## src/rtl/mem_arbiter.sv

```systemverilog
// mem_arbiter: shares one single-port memory between an instruction-fetch
// requester and a load/store requester.
//
// Ports
//   clk, rst                  clock (rising edge), asynchronous active-high reset
//   if_req, if_addr           fetch request and byte address
//   if_rdata, if_valid        fetched word and one-cycle completion pulse
//   dm_req, dm_we, dm_size    data request, 1=store, size 00=B 01=H 10=W 11=illegal
//   dm_addr, dm_wdata         data byte address and LSB-aligned store data
//   dm_rdata, dm_valid, dm_err  load word shifted down to the LSB, completion
//                             pulse, misalign/illegal-size flag
//   mem_req, mem_we, mem_addr, mem_wdata, mem_be   memory request (word address)
//   mem_ack, mem_rdata        memory handshake and read data
//
// One transaction is in flight at a time: IDLE -> IF_BUSY/DM_BUSY -> DONE -> IDLE.
// Misaligned or illegal data requests bypass memory: IDLE -> DONE with dm_err.
// Every output is a register; the combinational process only computes next values.
module mem_arbiter (
   input  logic        clk,
   input  logic        rst,
   input  logic        if_req,
   input  logic [31:0] if_addr,
   output logic [31:0] if_rdata,
   output logic        if_valid,
   input  logic        dm_req,
   input  logic        dm_we,
   input  logic [1:0]  dm_size,
   input  logic [31:0] dm_addr,
   input  logic [31:0] dm_wdata,
   output logic [31:0] dm_rdata,
   output logic        dm_valid,
   output logic        dm_err,
   output logic        mem_req,
   output logic        mem_we,
   output logic [31:0] mem_addr,
   output logic [31:0] mem_wdata,
   output logic [3:0]  mem_be,
   input  logic        mem_ack,
   input  logic [31:0] mem_rdata
);

   typedef enum logic [1:0] {
      IDLE    = 2'd0,
      IF_BUSY = 2'd1,
      DM_BUSY = 2'd2,
      DONE    = 2'd3
   } state_t;

   // Part of the data request still needed when the memory answers.
   typedef struct packed {
      logic       we;
      logic [1:0] off;
   } dm_ctx_t;

   state_t      state, state_n;
   logic        last_grant, last_grant_n;   // 1 = data was granted last
   dm_ctx_t     ctx, ctx_n;

   logic [31:0] if_rdata_n;
   logic        if_valid_n;
   logic [31:0] dm_rdata_n;
   logic        dm_valid_n;
   logic        dm_err_n;
   logic        mem_req_n;
   logic        mem_we_n;
   logic [31:0] mem_addr_n;
   logic [31:0] mem_wdata_n;
   logic [3:0]  mem_be_n;

   // Fetches are always whole words; the low address bits carry no meaning.
   logic unused_if_lsb;
   assign unused_if_lsb = ^if_addr[1:0];

   // Decode of the live data request, used only at the grant.
   logic [1:0]  dm_off;
   logic        dm_bad;
   logic [3:0]  dm_be_dec;
   logic [31:0] dm_wdata_rep;

   assign dm_off = dm_addr[1:0];

   always_comb begin
      dm_bad       = 1'b0;
      dm_be_dec    = 4'b1111;
      dm_wdata_rep = dm_wdata;
      case (dm_size)
         2'b00: begin
            dm_be_dec    = 4'b0001 << dm_off;
            dm_wdata_rep = {4{dm_wdata[7:0]}};
         end
         2'b01: begin
            dm_bad       = dm_off[0];
            dm_be_dec    = 4'b0011 << dm_off;
            dm_wdata_rep = {2{dm_wdata[15:0]}};
         end
         2'b10: begin
            dm_bad       = (dm_off != 2'b00);
         end
         default: begin
            dm_bad       = 1'b1;
         end
      endcase
   end

   // Arbitration: a lone requester wins; on a tie the one not served last wins.
   logic grant_dm, grant_if;
   assign grant_dm = dm_req && (!if_req || !last_grant);
   assign grant_if = if_req && !grant_dm;

   always_comb begin
      state_n      = state;
      last_grant_n = last_grant;
      ctx_n        = ctx;
      if_rdata_n   = if_rdata;
      if_valid_n   = 1'b0;
      dm_rdata_n   = dm_rdata;
      dm_valid_n   = 1'b0;
      dm_err_n     = 1'b0;
      mem_req_n    = mem_req;
      mem_we_n     = mem_we;
      mem_addr_n   = mem_addr;
      mem_wdata_n  = mem_wdata;
      mem_be_n     = mem_be;

      case (state)
         IDLE: begin
            if (grant_dm) begin
               last_grant_n = 1'b1;
               ctx_n.we     = dm_we;
               ctx_n.off    = dm_off;
               if (dm_bad) begin
                  // Never reaches memory; report the error straight away.
                  state_n    = DONE;
                  dm_valid_n = 1'b1;
                  dm_err_n   = 1'b1;
                  dm_rdata_n = 32'h0;
               end else begin
                  state_n     = DM_BUSY;
                  mem_req_n   = 1'b1;
                  mem_we_n    = dm_we;
                  mem_addr_n  = {dm_addr[31:2], 2'b00};
                  mem_be_n    = dm_be_dec;
                  mem_wdata_n = dm_we ? dm_wdata_rep : 32'h0;
               end
            end else if (grant_if) begin
               last_grant_n = 1'b0;
               state_n      = IF_BUSY;
               mem_req_n    = 1'b1;
               mem_we_n     = 1'b0;
               mem_addr_n   = {if_addr[31:2], 2'b00};
               mem_be_n     = 4'b1111;
               mem_wdata_n  = 32'h0;
            end
         end

         IF_BUSY: begin
            if (mem_ack) begin
               state_n    = DONE;
               mem_req_n  = 1'b0;
               if_rdata_n = mem_rdata;
               if_valid_n = 1'b1;
            end
         end

         DM_BUSY: begin
            if (mem_ack) begin
               state_n    = DONE;
               mem_req_n  = 1'b0;
               // Loads return the addressed lane at bit 0; no sign extension.
               dm_rdata_n = ctx.we ? 32'h0 : (mem_rdata >> {ctx.off, 3'b000});
               dm_valid_n = 1'b1;
            end
         end

         DONE: begin
            // Valid pulses were set on entry; this cycle lets requesters drop req.
            state_n = IDLE;
         end

         default: state_n = IDLE;
      endcase
   end

   always_ff @(posedge clk or posedge rst) begin
      if (rst) begin
         state      <= IDLE;
         last_grant <= 1'b0;
         ctx        <= '0;
         if_rdata   <= 32'h0;
         if_valid   <= 1'b0;
         dm_rdata   <= 32'h0;
         dm_valid   <= 1'b0;
         dm_err     <= 1'b0;
         mem_req    <= 1'b0;
         mem_we     <= 1'b0;
         mem_addr   <= 32'h0;
         mem_wdata  <= 32'h0;
         mem_be     <= 4'h0;
      end else begin
         state      <= state_n;
         last_grant <= last_grant_n;
         ctx        <= ctx_n;
         if_rdata   <= if_rdata_n;
         if_valid   <= if_valid_n;
         dm_rdata   <= dm_rdata_n;
         dm_valid   <= dm_valid_n;
         dm_err     <= dm_err_n;
         mem_req    <= mem_req_n;
         mem_we     <= mem_we_n;
         mem_addr   <= mem_addr_n;
         mem_wdata  <= mem_wdata_n;
         mem_be     <= mem_be_n;
      end
   end

endmodule

```

## config.mk

```make
export PLATFORM = sky130hd
export DESIGN_NAME = mem_arbiter
export DESIGN_NICKNAME = d
export VERILOG_FILES = /design/src/rtl/mem_arbiter.sv
export SDC_FILE = /design/constraint.sdc
export NUM_CORES = 1
export LEC_CHECK = 0
export BUFFER_PORTS_ARGS = -buffer_cell sky130_fd_sc_hd__buf_2
export CORE_MARGIN = 4
export CORE_UTILIZATION = 38
export CTS_CLUSTER_SIZE = 8
export DETAILED_ROUTE_END_ITERATION = 8
export PLACE_DENSITY = 0.67
export SYNTH_ARGS = -nofsm -noshare
export SYNTH_HDL_FRONTEND = slang
export SYNTH_SLANG_ARGS = --single-unit
export TNS_END_PERCENT = 30
```

## constraint.sdc

```tcl
create_clock -name clk -period 4.2 [get_ports clk]
set_clock_uncertainty 0.15 [all_clocks]
set_input_delay 0.63 -clock clk [delete_from_list [all_inputs] [get_ports clk]]
set_output_delay 0.63 -clock clk [all_outputs]
set_load 0.01 [all_outputs]
```

==> results_dict.tcl <==
set metrics [dict create \
    outcome "completed" \
    start_util_pct 38.9 \
    antenna_found_initial 1 \
    slew_headroom_pct 32.4 \
    slew_viol_final 0 \
    cap_violations 0 \
    worst_skew_pair.late_latency_ns 0.41 \
    grt_pass1_wl_um 30000 \
    critPathMaxStageDelay_ns 0.91 \
    cts_setup_buffers 0 \
    rrSetupSlack_ns 1.60 \
    wire_per_inst_um 18.1 \
    finalSetupTns_ns 0 \
    core_um2 17400 \
    totalWireLength_um 19100 \
    yosysUniqueCellTypes 42 \
    async_flop_share_pct 100 \
    nets 959 \
    routabilityCongestion 0.775 \
    drt-pass1-iter-count 4 \
    min_period_over_period_pct 61.8 \
    postCtsHoldBufs 0 \
    syn_area_um2 6760 \
    layout-drive-gt1-share_pct 48.5 \
    hold_violations 0 \
    fmax_ghz 0.385 \
    path_clk_slew_ns 0.06 \
    p_total_uw 6590 \
    grt_pass1_vias 5392 \
    yosys_warnings 0 \
    rsz0062_at_grt "no" \
    die_x_um 141 \
    avgSynthCellArea_um2 12.0 \
    cp.required_ns 4.38 \
    synth_seq_cells 141 \
    vias 5365 \
    io_pins 273 \
    drcViolationCount 0 \
    seq_area_frac_synth_pct 52.2 \
    die_h_um 141 \
    setup_viol 0 \
    avgViaCountPerCell 5.07 \
    end_kind "register" \
    track_usage_pct 19.1 \
    dieArea_um2 20000 \
    cts_buffer_depth 2 \
    cts_tree "yes" \
    overflow 0 \
    cts_sinks 141 \
    holdCritPathClass "in2async" \
    worstPathArrival_ns 2.78 \
    synth_edf_count 0 \
    h-tree-depth 4 \
    worstPathMaxFanout 29 \
    antenna_cells 0 \
    crit_chain "inv_1, ha_1, a22o_2, buf_4, mux2i_1" \
    grt_max_degree 58 \
    worst_pin_slew_ns 1.01 \
    mostFrequentLayoutCells "buf_2 (268), dfrtp_1 (141), mux2i_1 (63)" \
    clockRootBuffer "clkbuf_16" \
    leakage_uw 0.00464 \
    cts_buffers 17 \
    num_rows 48 \
    preCtsSetupSlack_ns 1.21 \
    synth-main-ff-cell "dfrtp_1" \
    setup_ws_ns 1.60 \
    portBuffers 268 \
    synthCells 562 \
    fillerInstances 1582 \
    start_kind "register" \
    path_class "reg2reg" \
    dpl.hpwl_um 14200 \
    p_per_area_nw_per_um2 737 \
    min_period_ns 2.60 \
    ant_nets 0 \
    drt_iter0_drc 237 \
    final_common_cell "buf_2" \
    cts_resized 0 \
    area_growth_pct 32.2 \
    slowest_stage "a22o_2" \
    ir_worst_vdd_mv 0.369 \
]
## flip-flops by register name, indices dropped and copies added, names as in the netlist
register,cells
state,2
last_grant,1
mem_we,1
if_rdata,32
ctx,3
mem_addr,30
if_valid,1
dm_rdata,32
dm_err,1
mem_wdata,32
mem_be,4
dm_valid,1
mem_req,1
## power breakdown
part           leakage, µW  switching [µW]  internal (µW)
clock network     0.000322             570           1120
registers          0.00175             340           1960
logic              0.00256            1350           1260
total              0.00464            2260           4330
## cell type report
type	instances	area, µm²	area share, %
inverter	33	128	1.43
timing repair buffer	279	1420	15.9
multi-input combinational	348	2900	32.5
clock buffer	22	484	5.42
tap	225	282	3.15
sequential	141	3530	39.5
clock inverter	10	184	2.06
## stage by stage
stage	utilization, %	hold slack (ns)	area [µm²]	instances
floorplan	-	0.340	6760	563
CTS	51.5	0.101	8930	1058
global route	51.5	0.130	8930	1058
global placement	47.6	0.306	8270	1026
finish	51.5	0.0921	8930	1058
detailed placement	47.6	0.319	8270	1026
## logic make-up (layout without fill, tap and decap cells)
logic type	count (synthesis)	after routing	synth area share [%]
mux	146	146	24.4
flops	141	141	52.2
compound gates	114	114	12.1
simple gates	83	83	5.72
buf+inv	74	344	4.98
fa+ha+maj	3	3	0.556
other cells	1	2	0.0555
## worst paths after layout
check,start,to,cells past startpoint
max in group asynchronous,rst,if_rdata[29]$_DFFE_PP0P_,3
max reg2reg,state[0]$_DFFE_PP0P_,dm_rdata[27]$_DFFE_PP0P_,5
min in group clk,mem_rdata[5],if_rdata[5]$_DFFE_PP0P_,2
min reg2reg,mem_we$_DFFE_PP0P_,mem_we$_DFFE_PP0P_,1
max,state[0]$_DFFE_PP0P_,dm_rdata[27]$_DFFE_PP0P_,5
min,rst,mem_wdata[17]$_DFFE_PP0P_,2
## per-layer routing
layer / GRT usage, % / part of all wire, %
met4: 4.59 / 0.88
met2: 31.0 / 48
met3: 6.81 / 10
met5: 0 / 0.042
met1: 24.4 / 41
## worst max-delay path: cells and delay by family, from the launching register on
family | cells | cell delay (ns)
adders and majority gates | 1 | 0.47
buffers and inverters | 2 | 0.38
muxes | 1 | 0.21
DFF | 1 | 0.38
AOI/OAI and AO/OA | 1 | 0.91
## cells in the mapped netlist (all sizes together), types with 2 or more instances
library cell / count / area (µm²)
o21ai: 11 / 58.8
buf: 25 / 153
a22o: 9 / 78.8
nor2: 42 / 160
o22ai: 8 / 50.1
mux2: 83 / 1020
nand2b: 3 / 18.8
clkbuf: 16 / 60.1
o22a: 4 / 35.0
a22oi: 38 / 285
o2bb2ai: 8 / 70.1
nand3: 12 / 60.1
dfrtp: 141 / 3530
ha: 3 / 37.5
a21oi: 18 / 90.1
or3: 2 / 22.5
and2: 2 / 15.0
a21o: 2 / 15.0
inv: 33 / 124
a21boi: 2 / 22.5
o211ai: 9 / 67.6
mux2i: 63 / 631
nand2: 16 / 60.1
(Power assumes the default switching activity.)
